`src/rtl/pipe_hazard_ctrl.sv`:
```
// pipe_hazard_ctrl: stall/flush controller for a 5-stage RV32 pipeline.
// Optional performance counters are enabled by defining PIPE_CTRL_PERF_EN.
`default_nettype none

module pipe_hazard_ctrl #(
    parameter int MEM_TIMEOUT  = 64,
    parameter int DRAIN_CYCLES = 4
) (
    input  logic        clk,
    input  logic        rst,
    input  logic [4:0]  id_rs1,
    input  logic [4:0]  id_rs2,
    input  logic        id_uses_rs1,
    input  logic        id_uses_rs2,
    input  logic        ex_mem_read,
    input  logic [4:0]  ex_rd,
    input  logic        ex_redirect,
    input  logic        imem_ready,
    input  logic        dmem_req,
    input  logic        dmem_ready,
    input  logic        halt_req,
    input  logic        resume,
    output logic        pc_stall,
    output logic        if_id_stall,
    output logic        if_id_flush,
    output logic        id_ex_stall,
    output logic        id_ex_flush,
    output logic        ex_mem_stall,
    output logic        mem_wb_stall,
    output logic        halted,
    output logic        bus_err,
    output logic [31:0] perf_stall_cnt,
    output logic [31:0] perf_flush_cnt
);

    localparam int                WAIT_W     = $clog2(MEM_TIMEOUT);
    localparam logic [WAIT_W-1:0] WAIT_LAST  = WAIT_W'(MEM_TIMEOUT - 1);
    localparam logic [3:0]        DRAIN_LAST = 4'(DRAIN_CYCLES - 1);

    typedef enum logic [1:0] {
        ST_RUN    = 2'd0,
        ST_DRAIN  = 2'd1,
        ST_HALTED = 2'd2,
        ST_ERROR  = 2'd3
    } state_t;

    state_t            state;
    state_t            state_nxt;
    logic [WAIT_W-1:0] wait_cnt;
    logic [WAIT_W-1:0] wait_cnt_nxt;
    logic [3:0]        drain_cnt;
    logic [3:0]        drain_cnt_nxt;
    logic              bus_err_q;
    logic              bus_err_nxt;

    logic rs1_hit;
    logic rs2_hit;
    logic load_use;
    logic mem_stall;
    logic timeout_hit;
    logic frozen;

    assign rs1_hit     = id_uses_rs1 & (ex_rd == id_rs1);
    assign rs2_hit     = id_uses_rs2 & (ex_rd == id_rs2);
    assign load_use    = ex_mem_read & (ex_rd != 5'd0) & (rs1_hit | rs2_hit);
    assign mem_stall   = dmem_req & ~dmem_ready;
    assign timeout_hit = mem_stall & (wait_cnt == WAIT_LAST);
    assign frozen      = (state == ST_HALTED) | (state == ST_ERROR);

    // Pipeline control: fixed priority, purely combinational from state and inputs.
    always_comb begin
        pc_stall     = 1'b0;
        if_id_stall  = 1'b0;
        if_id_flush  = 1'b0;
        id_ex_stall  = 1'b0;
        id_ex_flush  = 1'b0;
        ex_mem_stall = 1'b0;
        mem_wb_stall = 1'b0;
        if (!rst) begin
            if (frozen || mem_stall) begin
                pc_stall     = 1'b1;
                if_id_stall  = 1'b1;
                id_ex_stall  = 1'b1;
                ex_mem_stall = 1'b1;
                mem_wb_stall = 1'b1;
            end else if (ex_redirect) begin
                if_id_flush  = 1'b1;
                id_ex_flush  = 1'b1;
            end else if (load_use) begin
                // Bubble into EX while ID is held; IF/ID must not also be flushed.
                pc_stall     = 1'b1;
                if_id_stall  = 1'b1;
                id_ex_flush  = 1'b1;
            end else if (state == ST_DRAIN || !imem_ready) begin
                pc_stall     = 1'b1;
                if_id_flush  = 1'b1;
            end
        end
    end

    always_comb begin
        state_nxt     = state;
        wait_cnt_nxt  = wait_cnt;
        drain_cnt_nxt = drain_cnt;
        bus_err_nxt   = bus_err_q;
        case (state)
            ST_RUN, ST_DRAIN: begin
                if (mem_stall) begin
                    if (timeout_hit) begin
                        state_nxt   = ST_ERROR;
                        bus_err_nxt = 1'b1;
                    end else begin
                        wait_cnt_nxt = wait_cnt + WAIT_W'(1);
                    end
                end else begin
                    wait_cnt_nxt = '0;
                    if (state == ST_RUN) begin
                        if (halt_req) begin
                            state_nxt     = ST_DRAIN;
                            drain_cnt_nxt = 4'd0;
                        end
                    end else if (!load_use) begin
                        // A load-use bubble does not count toward the drain.
                        if (drain_cnt == DRAIN_LAST) begin
                            state_nxt     = ST_HALTED;
                            drain_cnt_nxt = 4'd0;
                        end else begin
                            drain_cnt_nxt = drain_cnt + 4'd1;
                        end
                    end
                end
            end
            ST_HALTED: begin
                wait_cnt_nxt = '0;
                if (resume) begin
                    state_nxt = ST_RUN;
                end
            end
            ST_ERROR: begin
                state_nxt = ST_ERROR;
            end
            default: begin
                state_nxt = ST_RUN;
            end
        endcase
    end

    always_ff @(posedge clk or posedge rst) begin
        if (rst) begin
            state     <= ST_RUN;
            wait_cnt  <= '0;
            drain_cnt <= 4'd0;
            bus_err_q <= 1'b0;
        end else begin
            state     <= state_nxt;
            wait_cnt  <= wait_cnt_nxt;
            drain_cnt <= drain_cnt_nxt;
            bus_err_q <= bus_err_nxt;
        end
    end

    assign halted  = ~rst & (state == ST_HALTED);
    assign bus_err = bus_err_q;

`ifdef PIPE_CTRL_PERF_EN
    logic [31:0] stall_cnt_q;
    logic [31:0] flush_cnt_q;

    always_ff @(posedge clk or posedge rst) begin
        if (rst) begin
            stall_cnt_q <= 32'd0;
            flush_cnt_q <= 32'd0;
        end else begin
            if (pc_stall) begin
                stall_cnt_q <= stall_cnt_q + 32'd1;
            end
            if (id_ex_flush) begin
                flush_cnt_q <= flush_cnt_q + 32'd1;
            end
        end
    end

    assign perf_stall_cnt = stall_cnt_q;
    assign perf_flush_cnt = flush_cnt_q;
`else
    assign perf_stall_cnt = 32'd0;
    assign perf_flush_cnt = 32'd0;
`endif

endmodule

`default_nettype wire
```
`config.mk`:
```
export PLATFORM = sky130hd
export DESIGN_NAME = pipe_hazard_ctrl
export DESIGN_NICKNAME = d
export VERILOG_FILES = /design/src/rtl/pipe_hazard_ctrl.sv
export SDC_FILE = /design/constraint.sdc
export NUM_CORES = 1
export LEC_CHECK = 0
export ABC_AREA = 0
export CAP_MARGIN = 20
export CORE_UTILIZATION = 33
export CTS_BUF_LIST = sky130_fd_sc_hd__clkbuf_2 sky130_fd_sc_hd__clkbuf_4 sky130_fd_sc_hd__clkbuf_8
export DETAILED_ROUTE_END_ITERATION = 16
export PLACE_DENSITY = 0.79
export SLEW_MARGIN = 20
export SYNTH_ARGS = -nofsm -noshare
export SYNTH_HDL_FRONTEND = slang
export SYNTH_SLANG_ARGS = --single-unit
```
`constraint.sdc`:
```
create_clock -name clk -period 1.6 [get_ports clk]
set_input_delay 0.32 -clock clk [delete_from_list [all_inputs] [get_ports clk]]
set_output_delay 0.32 -clock clk [all_outputs]
set_load 0.05 [all_outputs]
```
Word-level counts from Yosys, hierarchy flattened:

Cells that the tools add are included.

* bitwise gates (word level): 12
* $mul: 0
* div/mod/pow operators: 0
* muxes and demuxes: 33
* $lt $le $gt $ge: 0
* shift-type cells: 0
* eq/ne operators: 15
* $add $sub $neg: 2
* reductions and logical operators: 11

Operators by type and width (count)
* $mux 1: 18
* $mux 4: 4
* $mux 2: 7
* $mux 6: 2
* $ne 4x4->1 const B: 3
* $pmux 6 s2: 1
* $eq 5x5->1: 2
* $and 1x1->1: 7
* $add 6x1->6 const B: 1
* $eq 6x6->1 const B: 1
* $ne 3x3->1 const B: 2
* $pmux 2 s3: 1
* $reduce_and 5->1: 1
* $reduce_bool 5->1: 1
* $add 4x1->4 const B: 1
* $eq 2x2->1 const B: 2
* $eq 4x2->1 const B: 1
* $ne 2x2->1 const B: 2
* $reduce_and 4->1: 1
* $not 1->1: 3
* $reduce_and 3->1: 1
* $eq 2x1->1 const B: 1
* $logic_not 2->1: 1
* $logic_or 1x1->1: 2
* other kinds (6): 7

* bits in latches: 0
* register bits: 13
* memory bits (writable): 0
* output and inout port bits: 73
* memory bits (read-only): 0
* logic and storage cells: 77
* bits of input ports: 26
* memories kept: 0

Logic depth before layout (Yosys ltp):

Gate-level depths: netlist of run 1.

* depth in word-level cells: 8
* mapped depth: 7

Worst setup path after synthesis of run 1:

Ideal clock, no wire load.

* path type: input to output
* start: input port ex_rd[2]
* end: output port id_ex_flush
* slack: -947 ps
* stages on the path: 6
* arrival: 2227 ps
* required time: 1280 ps
* path through: xor2_1 nor4_1 nand3_1 a21oi_4 nor2_1 nor3_1

* longest elaborated chain between the ends: 8
* elaborated cells on any way between the ends: 12
* those cells by class: eq/ne (2); mux (4); bitwise (5); reduce/logical (1)

Ends and longest elaborated chain
* start, declared: line 16 `input logic [4:0] ex_rd,`
* $eq 5x5->1 (on tied branches): line 63, 64
* $and 1x1->1 (on tied branches): line 63, 64
* $or 1x1->1: line 65 `assign load_use = ex_mem_read & (ex_rd != 5'd0) & (rs1_hit | rs2_hit);`
* $and 1x1->1 (*): line 65
* $mux 1 (*): line 89 `end else if (load_use) begin`
* $mux 1 (*): line 86 `end else if (ex_redirect) begin`
* $mux 1 (*): line 80 `if (frozen || mem_stall) begin`
* $mux 1 (*): line 79 `if (!rst) begin`
* end, declared: line 27 `output logic id_ex_flush,`

Mark *: on every way between the ends. The rest lies on a longest branch, timed or not.

Worst setup path in the final report of run 1:

* start: input port ex_rd[1]
* end: output port pc_stall

* longest elaborated chain between the ends: 8
* elaborated cells on any way between the ends: 12
* those cells by class: eq/ne (2); mux (4); bitwise (5); reduce/logical (1)

Ends and longest elaborated chain
* $eq 5x5->1 (on tied branches): line 63, 64
* $and 1x1->1 (on tied branches): line 63, 64
* $or 1x1->1: line 65
* $and 1x1->1 (*): line 65
* $mux 1 (*): line 89
* $mux 1 (*): line 86
* $mux 1 (*): line 80
* $mux 1 (*): line 79
* end, declared: line 23 `output logic pc_stall,`

Marked as above.

==> out/metrics.yaml, run 1 <==
synth:
  synth.avg_cell_area_um2: 8.09
  ys_seq_area_share_pct: 22.8
  syn_inst: 176
  ys_seq_elements: 13
  synth_cell_types: 34
  ys_warn_count: 0
  ys.flop_type: "dfrtp_1"
  synth-async-reset-ratio_pct: 100
  syn-cell-area_mm2: 0.00142
  synth_edf_count: 0
status:
  status: "complete, but fails checks"
  violations: "negative setup slack"
routing:
  viasPerCell: 4.17
  vias: 1172
  firstDrtPassIters: 4
  ant_nets: 0
  drt_iter0_drc: 42
  wl_mm: 2.77
  routedWlPerCell_um: 9.86
  drcViolationCount: 0
setup_path:
  timing.rr.start: "wait_cnt[1]"
  slowest_delay_ns: 0.29
  worstPathRequired_ns: 1.28
  crit_chain: "buf_6, xor2_1, nor4_1, nand3_1, a21oi_4, o21ai_2, a21oi_4, buf_12"
  r2r_slack_ns: 0
  cp_slowest_cell: "nor4_1"
  crit_arrival_ns: 1.74
  endpoint_kind: "output port"
  cp_top_family: "compound AO/OA/AOI/OAI gates"
  crit_buf_inv: 2
  r2r_cells: 6
  path_common_cell: "a21oi_4"
  critPathLaunchType: "input pin"
  crit_type: "input pin to output port"
  crit_fanout: 5
place:
  port_buffers: 34
  dpl.hpwl_mm: 2.24
  placed_area_mm2: 0.00182
  place.gp.congestion: 0.787
timing:
  fin_tns_setup_ns: -1.95
  period_share_pct: 129
  max_freq_mhz: 485
  hold_violations: 0
  setup_ws_ns: -0.464
  finalSetupViolations: 9
  drv_slew: 0
  fin_skew_ns: 0.00262
  period_needed_ns: 2.06
  rsz0062_at_grt: "true"
pwr:
  total_power_mw: 2.04
  power_density_mw_per_mm2: 1040
  leakage_nw: 0.967
  peakVddDrop_uv: 429
die:
  start_util_pct: 35.1
  die_y_um: 67.7
  core_mm2: 0.00406
  rows: 23
  die_area_mm2: 0.00458
  pin_count: 99
  die_x_um: 67.7
clock_network:
  cts_buffers: 3
  cts.clk_slew.worst_paths_ns: 0.05
  root_buffer: "clkbuf_8"
  clk_latency_ns: 0.25
  cts_tree: "yes"
  cts.sinks: 13
  htree_num_levels: 1
  clk_path_buf_depth: 2
global_route:
  grt.total_usage_pct: 12.6
  grt_max_degree: 9
  grt_overflow: 0
  grt_pass1_wl_mm: 4.31
  first_global_vias: 991
  antenna_found_initial: 0
layout:
  antenna_cells: 0
  nNetsFinal: 260
  syn2layout_area_growth_pct: 37.6
  drive_above_1_share_pct: 31.6
  stdcell_area_mm2: 0.00196
run:
  drv_cap: 0
hold_path:
  min_path_type: "input pin to async pin"
## repair_timing
item                                    in CTS  in global routing
hold buffers                                 0                  0
endpoints found under the setup margin      14                 14
pin swaps                                   14                 21
buffers inserted                             3                  2
resized for setup                           51                 29
## worst max path at each step
stage	startpoint	endpoint	slack (ns)	cells past startpoint
finish	ex_rd[1]	pc_stall	-0.46	8
global route	ex_rd[1]	pc_stall	-0.53	8
CTS	ex_rd[1]	id_ex_flush	-0.53	9
detailed placement	ex_rd[3]	pc_stall	-0.81	8
global placement	ex_rd[3]	pc_stall	-0.79	8
floorplan	ex_rd[1]	id_ex_flush	-0.36	6
## kinds of logic after synthesis
kind of cell | Yosys count | synth area share (%)
XOR/XNOR | 10 | 6.15
flip-flops | 13 | 22.8
other | 1 | 0.263
buffers and inverters | 74 | 36.9
AND/OR/NAND/NOR | 44 | 15.9
AO/OA/AOI/OAI | 32 | 16.2
adder cells (fa/ha/maj) | 2 | 1.76
## cell usage after synthesis (2+ instances only)
cell type  number  area share, %
a21oi_1        10            3.5
a22o_1          4            2.5
and3_1          3            1.3
buf_4          66             35
dfrtp_1        13             23
ha_1            2            1.8
inv_1           7            1.8
nand2_1         8            2.1
nand2b_1        4            1.8
nand3_1         5            1.8
nor2_1         11            2.9
nor2b_1         2           0.88
nor3_1          3            1.1
nor4_1          3            1.3
o21ai_0         8            2.8
xnor2_1         2            1.2
xor2_1          8            4.9
## power breakdown
| group | leakage (nW) | switching [mW] | internal [mW] |
|---|---|---|---|
| registers | 0.162 | 0.0723 | 0.392 |
| clock network | 0.0262 | 0.123 | 0.193 |
| logic | 0.778 | 0.815 | 0.450 |
## state kept, by name, indices dropped and copies added (netlist names), named ones only
| name | cells |
|---|---|
| bus_err | 1 |
| drain_cnt | 4 |
| state | 1 |
| wait_cnt | 6 |
## layout by cell type (no fill, tap or decap), drive strengths merged, types with 2 or more instances in the layout
| master | count |
|---|---|
| a21o | 2 |
| a21oi | 11 |
| a22o | 4 |
| and3 | 3 |
| buf | 36 |
| clkbuf | 12 |
| clkdlybuf4s50 | 7 |
| conb | 64 |
| dfrtp | 13 |
| dlymetal6s2s | 2 |
| ha | 2 |
| inv | 7 |
| nand2 | 8 |
| nand2b | 4 |
| nand3 | 5 |
| nor2 | 11 |
| nor2b | 2 |
| nor3 | 3 |
| nor4 | 3 |
| o21ai | 9 |
| xnor2 | 2 |
| xor2 | 8 |
## worst reg2reg max path: stages, from the launching register on
cell and delay, ns:
dfrtp_1 0.35, ha_2 0.19, and3_4 0.20, and3_4 0.22
a211oi_4 0.07, or3_1 0.33, a21oi_2 0.15
## through the flow
| step | hold WS [ns] | util, % | std cells | worst slack [ns] |
|---|---|---|---|---|
| after floorplan | 0.210 | - | 239 | -0.364 |
| after global placement | 0.454 | 44.9 | 272 | -0.790 |
| after detailed placement | 0.462 | 44.9 | 272 | -0.811 |
| after CTS | 0.304 | 47.8 | 279 | -0.525 |
| after global routing | 0.335 | 48.3 | 281 | -0.535 |
| final | 0.312 | 48.3 | 281 | -0.464 |
## per-layer routing
layer	global-route usage (%)	part of all wire (%)	vias up
met2	22.0	54	50
met1	15.0	39	541
met5	0	0	-
met3	3.55	6.2	3
met4	3.19	0.83	0
li1	-	-	578
## cell type report
class                      count  area, um2
clock buffer                   4       48.8
fill                         382       2100
multi-input combinational    152        957
sequential                    13        325
tap                           50       62.6
inverter                       7       26.3
timing repair buffer          55        539
Power figures use the tool's default switching activity.
==> run 2: changes to the inputs <==
- CORE_ASPECT_RATIO: unset -> 1.25
==> run 2 against run 1 <==
- the flow still finishes with violations (negative setup slack)
- sequential cell count did not move
- clock skew is 0.0012 ns lower
- clock power decreased by 6%
- final cell count rose by 2.5%
- first-iteration DRC count is 52% lower
- count of clock-buffer cells in the layout shrank 1
- core utilization decreased by 0.18 points
- global-route usage fell by 0.64 points
- routed wire length is 12% higher
- largest cell class unchanged
- highest routed layer unchanged
==> out/metrics.yaml, run 2 (synthesis results as in run 1) <==
layout:
  fillers: 387  # +1.3%
  layout_commonest_cell: "conb_1"
  reg_top3: "wait_cnt (6), drain_cnt (4)"
  antenna_cells: 0  # unchanged
  final_cell_mix: "conb_1, buf_4, dfrtp_1"
  instances_no_fill: 288  # +2.5%
  nNetsFinal: 261  # +0.38%
  largest_register_ff_count: 6  # unchanged
  largest-register: "wait_cnt"
  drive_above_1_share_pct: 29.3  # -2.3 points
  syn2layout_area_growth_pct: 38.5
  stdcell_area_mm2: 0.00197  # +0.64%
timing:
  rsz0062_at_grt: "true"
  period_needed_ns: 2.17  # +0.109 ns
  period_share_pct: 136  # +6.8 points
  worst_pin_slew_ns: 0.505
  hold_violations: 0  # unchanged
  maxSlewHeadroom_pct: 66.0
  setup_ws_ns: -0.572  # -0.109 ns
  drv_slew: 0  # unchanged
  finalSetupViolations: 10  # +1
  max_freq_mhz: 460  # -5.0%
  fin_skew_ns: 0.00138  # -0.00124 ns
global_route:
  first_global_vias: 1054  # +6.4%
  grt.total_usage_pct: 12.0  # -0.64 points
  grt_pass1_wl_mm: 4.28  # -0.79%
  grt_max_degree: 14  # +5
  grt_overflow: 0  # unchanged
  antenna_found_initial: 0  # unchanged
setup_path:
  crit_arrival_ns: 2.31  # +0.57 ns
  r2r_cells: 6  # unchanged
  worstPathRequired_ns: 1.74  # +0.46 ns
  crit_chain: "buf_2, or4_4, o21ai_4, a21oi_4, buf_4, buf_6, buf_6, buf_6, buf_6, buf_6, a21o_4, a22o_1"
  crit_fanout: 5  # unchanged
  path_common_cell: "buf_6"
  cp_slowest_cell: "or4_4"
  crit_type: "input pin to flop"
  r2r_slack_ns: -0.09  # -0.09 ns
  endpoint_kind: "flop"
  critPathLaunchType: "input pin"
  slowest_delay_ns: 0.52  # +0.23 ns
  cp_top_family: "buffers and inverters"
  crit_buf_inv: 7  # +5
  timing.rr.start: "wait_cnt[0]"
die:
  pin_count: 99  # unchanged
  die_x_um: 60.8  # -10%
  die_area_mm2: 0.00458  # about the same
  start_util_pct: 34.7  # -0.35 points
  die_y_um: 75.4  # +11%
  rows: 26  # +13%
  core_mm2: 0.00410  # +1.0%
pwr:
  peakVddDrop_uv: 492  # +15%
  leakage_nw: 0.955  # -1.2%
  power_density_mw_per_mm2: 999  # -4.3%
hold_path:
  min_path_type: "input pin to async pin"
routing:
  firstDrtPassIters: 4  # unchanged
  vias: 1223  # +4.4%
  routedWlPerCell_um: 10.8  # +9.3%
  drt_iter0_drc: 20  # -52%
  wl_mm: 3.10  # +12%
  drcViolationCount: 0  # unchanged
  viasPerCell: 4.25  # +1.8%
  ant_nets: 0  # unchanged
clock_network:
  clk_latency_ns: 0.25  # about the same
  cts.clk_slew.worst_paths_ns: 0.06  # about the same
  htree_num_levels: 1  # unchanged
  cts_tree: "yes"
  clk_path_buf_depth: 2  # unchanged
  cts_buffers: 3  # unchanged
  cts.sinks: 13  # unchanged
  cts-hold-fix-buffers: 0  # unchanged
  root_buffer: "clkbuf_8"
status:
  status: "complete, but fails checks"
  violations: "negative setup slack"
place:
  placed_area_mm2: 0.00181  # -0.69%
  port_buffers: 34  # unchanged
  dp.cells: 277  # +1.8%
  place.gp.congestion: 0.835  # +6.1%
  dpl.hpwl_mm: 2.28  # +1.9%
run:
  drv_cap: 0  # unchanged
[run 2: changes by cell type in the layout (fill, tap and decap cells not counted), sizes merged]
cell	delta
clkbuf	-7
dlygate4sd2	+3
clkdlybuf4s15	+2
clkdlybuf4s50	+2
buf	+1
clkinv	+1
dlymetal6s2s	-1
[run 2: worst max-delay path by stage]
stage                     startpoint            to  slack [ns]  cells after the start
after floorplan             ex_rd[1]   id_ex_flush       -0.36                      6
after global placement      ex_rd[3]      pc_stall       -0.78                      8
after detailed placement    ex_rd[3]      pc_stall       -0.86                      8
after CTS                   ex_rd[1]   id_ex_flush       -0.61                      9
after global routing        ex_rd[0]  drain_cnt[0]       -0.62                     12
final                       ex_rd[0]  drain_cnt[0]       -0.57                     12
[run 2: tightest hold or removal path, cell delays in order]
cell and delay [ns]:
dlygate4sd2_1 0.27, inv_1 0.11, buf_4 0.22
[run 2: layer usage]
metal | vias up | wire length [um] | global-route usage, %
met5 | - | 0 | 0
met4 | 0 | 54 | 3.03
met3 | 6 | 190 | 2.38
met2 | 68 | 1780 | 21.9
met1 | 576 | 1080 | 14.2
li1 | 573 | - | -
[run 2: cell type report]
type | instances | area [um2] | area share [%]
Multi-Input combinational cell | 152 | 936 | 47.5
Timing Repair Buffer | 56 | 567 | 28.7
Sequential cell | 13 | 327 | 16.6
Tap cell | 56 | 70.1 | 3.55
Clock buffer | 3 | 41.3 | 2.09
Inverter | 7 | 26.3 | 1.33
Clock inverter | 1 | 5.00 | 0.254
[run 2: where the power goes]
part | switching (mW) | total, mW | internal, mW
Combinational | 0.783 | 1.19 | 0.409
Clock | 0.126 | 0.299 | 0.172
Sequential | 0.0868 | 0.480 | 0.393
[run 2: repair_timing]
item,4_1_cts,5_1_grt
setup buffers,2,6
endpoints found under the setup margin,14,14
gates resized for setup,39,27
pin swaps,15,19
[run 2: through the flow]
step	util, %	power, mW	TNS [ns]	setup slack [ns]	hold WS (ns)
2_1_floorplan	-	1.39	-1.24	-0.364	0.210
3_3_place_gp	44.1	1.60	-7.46	-0.781	0.458
3_5_place_dp	44.1	1.61	-7.92	-0.858	0.472
4_1_cts	45.9	1.92	-3.31	-0.613	0.304
5_1_grt	48.1	2.08	-5.59	-0.617	0.361
6_report	48.1	1.97	-4.99	-0.572	0.327
==> run 3: changes to the inputs <==
- ABC_CLOCK_PERIOD_IN_PS: unset -> 1600
- CELL_PAD_IN_SITES_DETAIL_PLACEMENT: unset -> 0
- CELL_PAD_IN_SITES_GLOBAL_PLACEMENT: unset -> 1
- CORE_UTILIZATION: 33 -> 22
- PLACE_DENSITY: 0.79 -> 0.84
==> run 3 against run 2 <==
- the flow still finishes with violations (negative setup slack)
- combinational power grew 4%
- via count decreased by 2.4%
- final cell count is 10% higher
- clock power up 5%
- critical endpoint is now id_ex_flush
==> out/metrics.yaml, run 3 (synthesis results as in run 1) <==
status:
  status: "complete, but fails checks"
  violations: "negative setup slack"
die:
  rows: 32  # +23%
  die_x_um: 74.0  # +22%
  pin_count: 99  # unchanged
  die_area_mm2: 0.00680  # +48%
  die_y_um: 91.9  # +22%
  core_mm2: 0.00621  # +51%
  start_util_pct: 22.9  # -12 points
setup_path:
  crit_type: "input pin to output port"
  crit_fanout: 5  # unchanged
  crit_arrival_ns: 1.82  # -0.49 ns
  path_common_cell: "buf_6"
  critPathLaunchType: "input pin"
  cp_slowest_cell: "nor4_1"
  slowest_delay_ns: 0.27  # -0.25 ns
  worstPathRequired_ns: 1.28  # -0.46 ns
  endpoint_kind: "output port"
  crit_chain: "buf_6, buf_6, xor2_1, nor4_1, nand3_1, a21oi_4, nor2_2, nor3_4, buf_12"
layout:
  nNetsFinal: 262  # +0.38%
  drive_above_1_share_pct: 30.5  # +1.2 points
  antenna_cells: 0  # unchanged
  final_cell_mix: "conb_1, buf_4, dfrtp_1"
  largest-register: "wait_cnt"
  fillers: 657  # +70%
  reg_top3: "wait_cnt (6), drain_cnt (4)"
  largest_register_ff_count: 6  # unchanged
  utilization_pct: 32.5  # -16 points
  syn2layout_area_growth_pct: 41.5
  layout_commonest_cell: "conb_1"
  stdcell_area_mm2: 0.00201  # +2.2%
routing:
  drcViolationCount: 0  # unchanged
  drt_iter0_drc: 50  # +150%
  wl_mm: 2.97  # -4.2%
  routedWlPerCell_um: 9.35  # -13%
  vias: 1194  # -2.4%
  firstDrtPassIters: 4  # unchanged
  ant_nets: 0  # unchanged
  viasPerCell: 3.75  # -12%
hold_path:
  min_path_type: "input pin to async pin"
global_route:
  grt_pass1_wl_mm: 4.65  # +8.7%
  antenna_found_initial: 0  # unchanged
  grt.total_usage_pct: 8.60  # -3.4 points
  first_global_vias: 1095  # +3.9%
  grt_max_degree: 14  # unchanged
  grt_overflow: 0  # unchanged
timing:
  rsz0062_at_grt: "true"
  maxSlewHeadroom_pct: 66.5  # +0.56 points
  fin_skew_ns: 0.00234  # +0.000965 ns
  period_share_pct: 133  # -2.3 points
  hold_violations: 0  # unchanged
  worst_pin_slew_ns: 0.497  # -0.00836 ns
  holdWs_ns: 0.335  # +0.00800 ns
  max_freq_mhz: 468  # +1.7%
  drv_slew: 0  # unchanged
  finalSetupViolations: 9  # -1
  fin_tns_setup_ns: -2.28  # +2.71 ns
  setup_ws_ns: -0.535  # +0.0367 ns
  period_needed_ns: 2.14  # -0.0367 ns
place:
  pre_cts_slack_ns: -0.897  # -0.0390 ns
  place.gp.congestion: 0.772  # -7.5%
  port_buffers: 34  # unchanged
  dpl.hpwl_mm: 2.36  # +3.3%
  placed_area_mm2: 0.00187  # +3.1%
clock_network:
  root_buffer: "clkbuf_8"
  clk_path_buf_depth: 2  # unchanged
  htree_num_levels: 1  # unchanged
  cts.clk_slew.worst_paths_ns: 0.06  # about the same
  clk_latency_ns: 0.24  # about the same
  cts_tree: "yes"
  cts.sinks: 13  # unchanged
  cts_buffers: 3  # unchanged
run:
  drv_cap: 0  # unchanged
pwr:
  leakage_nw: 0.943  # -1.2%
  power_density_mw_per_mm2: 1010  # +0.75%
  peakVddDrop_uv: 298  # -39%
## run 3: changes by cell type in the layout (fill, tap and decap cells not counted), sizes merged
cell / before / now
clkbuf: 5 / 8
dlymetal6s2s: 1 / 0
buf: 37 / 38
clkdlybuf4s15: 3 / 2
clkinv: 1 / 0
## run 3: layer usage
metal / wire length, um / vias up / GRT usage, %
li1: - / 576 / -
met1: 1190 / 561 / 9.85
met2: 1600 / 57 / 15.0
met3: 186 / 0 / 2.20
met4: 0 / 0 / 3.04
met5: 0 / - / 0
## run 3: worst paths after layout
path	start	depth (start not counted)	slack (ns)	end
worst max register to register	wait_cnt[0]	6	-0.01	flop
worst min register to register	bus_err	1	0.53	bus_err
min in group clk	bus_err	1	0.53	bus_err
worst min-delay path	rst	3	0.33	async pin
max in group asynchronous	rst	3	1.10	drain_cnt[3]
worst max-delay path	ex_rd[1]	9	-0.54	id_ex_flush
## run 3: layout make-up
cell class,count,area (um2),area share [%]
Multi-Input combinational cell,152,943,46.8
Timing Repair Buffer,57,564,28.0
Sequential cell,13,325,16.1
Tap cell,85,106,5.28
Clock buffer,4,48.8,2.42
Inverter,7,26.3,1.30
## run 3: per-stage QoR
| step | power, mW | std cells |
|---|---|---|
| after floorplan | 1.39 | 239 |
| after global placement | 1.60 | 307 |
| after detailed placement | 1.61 | 307 |
| after CTS | 1.99 | 314 |
| after global routing | 2.14 | 318 |
| final | 2.03 | 318 |
## run 3: worst max-delay path, delay by kind of cell
kind / cells / cell delay (ns)
AND/OR/NAND/NOR: 4 / 0.74
XOR/XNOR: 1 / 0.15
AO/OA/AOI/OAI: 1 / 0.23
buffers and inverters: 3 / 0.35
## run 3: power breakdown
group          internal, mW  switching [mW]
Combinational         0.437           0.804
Sequential            0.391          0.0814
Clock                 0.193           0.121
Total                  1.02            1.01
## run 3: timing repair
item                       CTS  global route
gates resized for setup     49            19
hold buffers                 0             0
setup endpoints to repair   14            16
buffers inserted             3             4
pin swaps                   12             9
